<file path="src/rtl/seven_seg_pkg.sv">
// seven_seg_pkg: shared types and constants for the seven-segment scan driver.
//   seg_t      - one digit's segment bus, active-low, bit0=a .. bit6=g
//   SEG_BLANK  - all segments off
//   SEG_GLYPH  - active-low glyphs for hex 0-F (A-F shown as A b C d E F)
package seven_seg_pkg;

  typedef logic [6:0] seg_t;

  localparam seg_t SEG_BLANK = 7'h7F;

  localparam seg_t SEG_GLYPH [16] = '{
    7'h40, 7'h79, 7'h24, 7'h30,  // 0 1 2 3
    7'h19, 7'h12, 7'h02, 7'h78,  // 4 5 6 7
    7'h00, 7'h10, 7'h08, 7'h03,  // 8 9 A b
    7'h46, 7'h21, 7'h06, 7'h0E   // C d E F
  };

endpackage

</file>
<file path="src/rtl/seven_seg_decode.sv">
// seven_seg_decode: combinational hex nibble to active-low segment pattern.
//   nibble  in  4 : hex digit 0-F
//   seg     out 7 : active-low segments, bit0=a .. bit6=g
module seven_seg_decode
  import seven_seg_pkg::*;
(
  input  logic [3:0] nibble,
  output seg_t       seg
);

  assign seg = SEG_GLYPH[nibble];

endmodule

</file>
<file path="src/rtl/seven_seg_scan.sv">
// seven_seg_scan: time-multiplexed driver for an N-digit common-anode display.
// Holds shadow copies of the value and decimal points, scans one digit per
// slot, blanks all anodes for a guard interval at the start of each slot, and
// optionally blanks leading zeros. All outputs are registered.
//   clk, reset     : clock, synchronous active-high reset
//   load           : capture value/dp_in into the shadow registers
//   value          : packed hex nibbles, nibble i drives digit i (0 = rightmost)
//   dp_in          : per-digit decimal point request, active-high
//   blank_lz       : enable leading-zero blanking (digit 0 never blanked)
//   brightness     : 4-bit duty control, present only with SEVENSEG_PWM_EN
//   anodes         : digit enables, active-low
//   segments, dp_n : active-low segment and decimal point outputs
// Optional feature macro: SEVENSEG_PWM_EN (anode PWM dimming).
module seven_seg_scan
  import seven_seg_pkg::*;
#(
  parameter int unsigned NUM_DIGITS      = 4,
  parameter int unsigned TICKS_PER_DIGIT = 100000,
  parameter int unsigned GUARD_TICKS     = 1000
) (
  input  logic                    clk,
  input  logic                    reset,
  input  logic                    load,
  input  logic [4*NUM_DIGITS-1:0] value,
  input  logic [NUM_DIGITS-1:0]   dp_in,
  input  logic                    blank_lz,
`ifdef SEVENSEG_PWM_EN
  input  logic [3:0]              brightness,
`endif
  output logic [NUM_DIGITS-1:0]   anodes,
  output seg_t                    segments,
  output logic                    dp_n
);

  localparam int unsigned TW = (TICKS_PER_DIGIT > 1) ? $clog2(TICKS_PER_DIGIT) : 1;
  localparam int unsigned DW = (NUM_DIGITS > 1) ? $clog2(NUM_DIGITS) : 1;
  localparam logic [TW-1:0] TICK_LAST  = TW'(TICKS_PER_DIGIT - 1);
  localparam logic [TW-1:0] GUARD_END  = TW'(GUARD_TICKS);
  localparam logic [DW-1:0] DIGIT_LAST = DW'(NUM_DIGITS - 1);

  logic [TW-1:0]           tick_cnt;
  logic [DW-1:0]           digit_idx;
  logic [4*NUM_DIGITS-1:0] val_q;
  logic [NUM_DIGITS-1:0]   dp_q;

  logic [3:0]            nib;
  logic                  dp_sel;
  logic [NUM_DIGITS-1:0] an_sel;
  logic [NUM_DIGITS-1:0] lz_mask;
  logic                  upper_zero;
  logic                  guard;
  logic                  blank;
  logic                  lit;
  seg_t                  glyph;

  // Mux the current digit's nibble, dp and anode pattern.
  // lz_mask[i] is set when nibble i and every higher nibble are zero;
  // built top-down so each digit inherits the state of those above it.
  always_comb begin
    nib        = '0;
    dp_sel     = 1'b0;
    an_sel     = '1;
    lz_mask    = '0;
    upper_zero = 1'b1;
    for (int unsigned i = 0; i < NUM_DIGITS; i++) begin
      if (DW'(i) == digit_idx) begin
        nib       = val_q[4*i +: 4];
        dp_sel    = dp_q[i];
        an_sel[i] = 1'b0;
      end
    end
    for (int unsigned k = 0; k < NUM_DIGITS; k++) begin
      if (val_q[4*(NUM_DIGITS-1-k) +: 4] != 4'h0) upper_zero = 1'b0;
      lz_mask[NUM_DIGITS-1-k] = upper_zero;
    end
  end

  assign guard = (tick_cnt < GUARD_END);
  assign blank = blank_lz && (digit_idx != '0) && lz_mask[digit_idx];

  seven_seg_decode u_decode (
    .nibble (nib),
    .seg    (glyph)
  );

`ifdef SEVENSEG_PWM_EN
  logic [3:0] pwm_cnt;

  always_ff @(posedge clk) begin
    if (reset) pwm_cnt <= '0;
    else       pwm_cnt <= pwm_cnt + 4'd1;
  end

  assign lit = (pwm_cnt <= brightness);
`else
  assign lit = 1'b1;
`endif

  always_ff @(posedge clk) begin
    if (reset) begin
      tick_cnt  <= '0;
      digit_idx <= '0;
      val_q     <= '0;
      dp_q      <= '0;
      anodes    <= '1;
      segments  <= SEG_BLANK;
      dp_n      <= 1'b1;
    end else begin
      if (load) begin
        val_q <= value;
        dp_q  <= dp_in;
      end

      if (tick_cnt == TICK_LAST) begin
        tick_cnt  <= '0;
        digit_idx <= (digit_idx == DIGIT_LAST) ? '0 : digit_idx + DW'(1);
      end else begin
        tick_cnt <= tick_cnt + TW'(1);
      end

      if (guard) begin
        anodes   <= '1;
        segments <= SEG_BLANK;
        dp_n     <= 1'b1;
      end else begin
        anodes   <= lit ? an_sel : '1;
        segments <= blank ? SEG_BLANK : glyph;
        dp_n     <= ~dp_sel;
      end
    end
  end

endmodule
</file>
<file path="config.mk">
export PLATFORM = sky130hd
export DESIGN_NAME = seven_seg_scan
export DESIGN_NICKNAME = d
export VERILOG_FILES = /design/src/rtl/seven_seg_pkg.sv /design/src/rtl/seven_seg_decode.sv /design/src/rtl/seven_seg_scan.sv
export SDC_FILE = /design/constraint.sdc
export NUM_CORES = 1
export LEC_CHECK = 0
export CAP_MARGIN = 20
export CORE_UTILIZATION = 48
export CTS_CLUSTER_DIAMETER = 200
export DETAILED_ROUTE_END_ITERATION = 10
export GPL_TIMING_DRIVEN = 1
export PLACE_DENSITY = 0.84
export SYNTH_ARGS = -nofsm -noshare
export SYNTH_HDL_FRONTEND = slang
export SYNTH_SLANG_ARGS = --single-unit
</file>
<file path="constraint.sdc">
create_clock -name clk -period 2.4 [get_ports clk]
set_input_delay 0.36 -clock clk [delete_from_list [all_inputs] [get_ports clk]]
set_output_delay 0.36 -clock clk [all_outputs]
set_load 0.05 [all_outputs]
</file>
==> qor.csv <==
metric,value,unit
area_growth_syn_to_layout,23.9,%
clkSlewWorstSetupHoldPaths,90,ps
regToRegSetupSlack,220,ps
initialDrtViolationCount,70,
postCtsResizedCells,0,
placeableCoreArea,4720,µm²
setup.worst_path.end_class,flop,
reg2reg_depth,9,
number_of_pins_exceeding_their_max_slew_limit_in_the_final_report,0,
period_share,91.0,%
num-nets-final,327,
largest_net_degree_at_the_start_of_global_routing,25,
synthFlopType,dfxtp_1,
slowest_stage,dfxtp_1,
antenna_left,0,
startpoint_type,flop,
fillers,393,
starting_density,50.2,%
wl_per_cell,12.6,µm
global_route_wire_length_before_repair,8020,µm
final_wirelength,4530,µm
min-delay-path-class,flop to flop,
max_slew.worst_pin.slew,528,ps
endpoint,segments[0],
ctsRootBufferMaster,clkbuf_8,
worst_r2r_startpoint,digit_idx[1],
hold_violations,0,
drt_pre_antenna_iters,4,
crit_arrival,2370,ps
worst_skew_pair.late_latency,300,ps
placementRows,25,
overflow,0,
cp_cell_sequence,inv_1 -> ha_2 -> nand3b_1 -> a221oi_2 -> inv_1 -> ha_1 -> or3_1 -> o221ai_1 -> nand2_1,
critPathTopFamily,simple AND/OR/NAND/NOR gates,
synth_area,2370,µm²
final_cell_count_no_fill,360,
layout-drive-gt1-share,8.19,%
max_freq,0.458,GHz
htreeDepth,2,
layout_min_cycle_time,2180,ps
critical_path.max_fanout,11,
vias,1859,
vias_per_cell,5.16,
synth.ff_latch_count,51,
rsz0062_at_grt,false,
first_global_vias,1877,
finalInstanceArea,2940,µm²
cts_hold_buf,0,
ir_drop,0.000358,V
setup_viol_count_final,0,
boundaryPins,36,
relSlewSlack,64.5,%
die_height,72.3,µm
fp.dieArea,5220,µm²
synth_enable_flop_cells,0,
async_reset_ff_share,0,%
slowest_delay,430,ps
port-buffer-count,35,
crit_type,flop to flop,
cts_made_buffers,5,
cp_data_required_time,2590,ps
yosysSeqAreaShare,43.1,%
finClkSkew,11.6,ps
die_w,72.3,µm
yosysUniqueCellTypes,43,
cts.sink_count,51,
crit_path_start,digit_idx[1],
timing.critical_path.depth,9,
p_total,1.74,mW
tritoncts_clock_tree,yes,
crit_top_cell,inv_1,
syn-num-nets,290,
drcViolationCount,0,
buffer_levels_on_the_longest_clock_path,2,
n_antenna_cell,0,
initial_antenna_violation_count,0,
status,finished clean,
p_leak,1.12,nW
setup_total_negative_slack,0,ps
yosysWarnings,0,
gr-usage-all-layers,19.4,%
cp_num_buf_inv,2,
pwr_density_cell,592,nW/µm²
postCtsSetupBuffers,0,
numPlacedInstances,352,
gp_routability_congestion,0.853,
worst_r2r_endpoint,segments[0],
dpl.hpwl,3330,µm
syn_area_per_cell,9.30,µm²
place_area,2790,µm²
postSynthCellCount,255,
drv_cap,0,
## cell usage after synthesis (2+ instances only)
cell type	count	area, µm²
nand2_1	17	63.8
nor3_1	2	10.0
buf_2	4	20.0
xor2_1	9	78.8
clkbuf_1	5	18.8
nand3_1	8	40.0
o311ai_0	2	17.5
a21oi_1	7	35.0
ha_1	11	138
nor3b_1	2	15.0
nor2_1	43	161
nand4b_1	2	17.5
a211oi_1	4	30.0
nand4_1	5	31.3
inv_1	11	41.3
a221oi_1	2	17.5
dfxtp_1	51	1020
nand3b_1	4	30.0
o221ai_1	5	43.8
nor4_1	5	31.3
xnor2_1	7	61.3
o21ai_0	5	25.0
mux2i_1	24	240
## flip-flops by register name, summed over array words and instances, names as in the netlist
name / count
val_q: 16
digit_idx: 2
anodes: 4
tick_cnt: 17
dp_n: 1
segments: 7
dp_q: 4
## cells in the final DEF, fill, tap and decap left out, types with 2 or more instances in the layout
| cell | instances |
|---|---|
| dfxtp_1 | 51 |
| nor2_1 | 43 |
| clkdlybuf4s50_1 | 35 |
| mux2i_1 | 24 |
| nand2_1 | 17 |
| inv_1 | 11 |
| xor2_1 | 9 |
| ha_1 | 9 |
| nand3_1 | 8 |
| a21oi_1 | 7 |
| xnor2_1 | 7 |
| buf_4 | 7 |
| o21ai_0 | 5 |
| o221ai_1 | 5 |
| nor4_1 | 5 |
| nand4_1 | 5 |
| clkbuf_8 | 5 |
| nand3b_1 | 4 |
| a211oi_1 | 4 |
| nor3b_1 | 2 |
| o311ai_0 | 2 |
| nand4b_1 | 2 |
| nor3_1 | 2 |
| ha_2 | 2 |
| bufinv_16 | 2 |
## report_power, final
| group | total [mW] | internal, mW | switching (mW) | leakage, nW |
|---|---|---|---|---|
| Clock | 0.689 | 0.415 | 0.273 | 0.0644 |
| Combinational | 0.159 | 0.0864 | 0.0721 | 0.642 |
| Sequential | 0.891 | 0.870 | 0.0209 | 0.416 |
| Total | 1.74 | 1.37 | 0.366 | 1.12 |
## worst min path at each step
stage	startpoint	to	slack (ps)	cells past startpoint
floorplan	tick_cnt[0]	tick_cnt[0]	430	1
global placement	tick_cnt[0]	tick_cnt[0]	450	1
detailed placement	tick_cnt[0]	tick_cnt[0]	460	1
CTS	tick_cnt[0]	tick_cnt[0]	480	1
global route	tick_cnt[0]	tick_cnt[0]	530	1
finish	tick_cnt[0]	tick_cnt[0]	480	1
## metrics by stage
stage / setup WS (ps) / hold slack (ps) / util, %
2_1_floorplan: 44.3 / 430 / -
3_3_place_gp: 189 / 445 / 59.0
3_5_place_dp: 89.8 / 463 / 59.0
4_1_cts: 47.5 / 483 / 61.9
5_1_grt: 53.9 / 529 / 62.2
6_report: 216 / 479 / 62.2
## logic make-up after synthesis
group / count (synthesis) / synth area share [%]
muxes: 25 / 10.6
xor gates and xnor gates: 16 / 5.91
buffers and inverters: 23 / 4.80
adders and majority gates: 11 / 5.80
and+or+nand+nor: 100 / 21.3
AOI/OAI and AO/OA: 29 / 8.55
DFF: 51 / 43.1
## layout make-up
cell class / count / area (µm²) / share of cell area, %
tap: 67 / 83.8 / 2.85
sequential: 51 / 1020 / 34.8
multi-input combinational: 181 / 1250 / 42.6
timing repair buffer: 42 / 403 / 13.7
inverter: 11 / 41.3 / 1.41
clock buffer: 5 / 68.8 / 2.34
clock inverter: 3 / 67.6 / 2.30
## routing by layer
metal  vias up  track usage, %  wire length, µm
met4         0            7.84              109
met3        10            3.47              125
met5         -               0                0
met1       857            22.1             1960
li1        959               -                -
met2        33            35.5             2340
(Power assumes the default switching activity.)
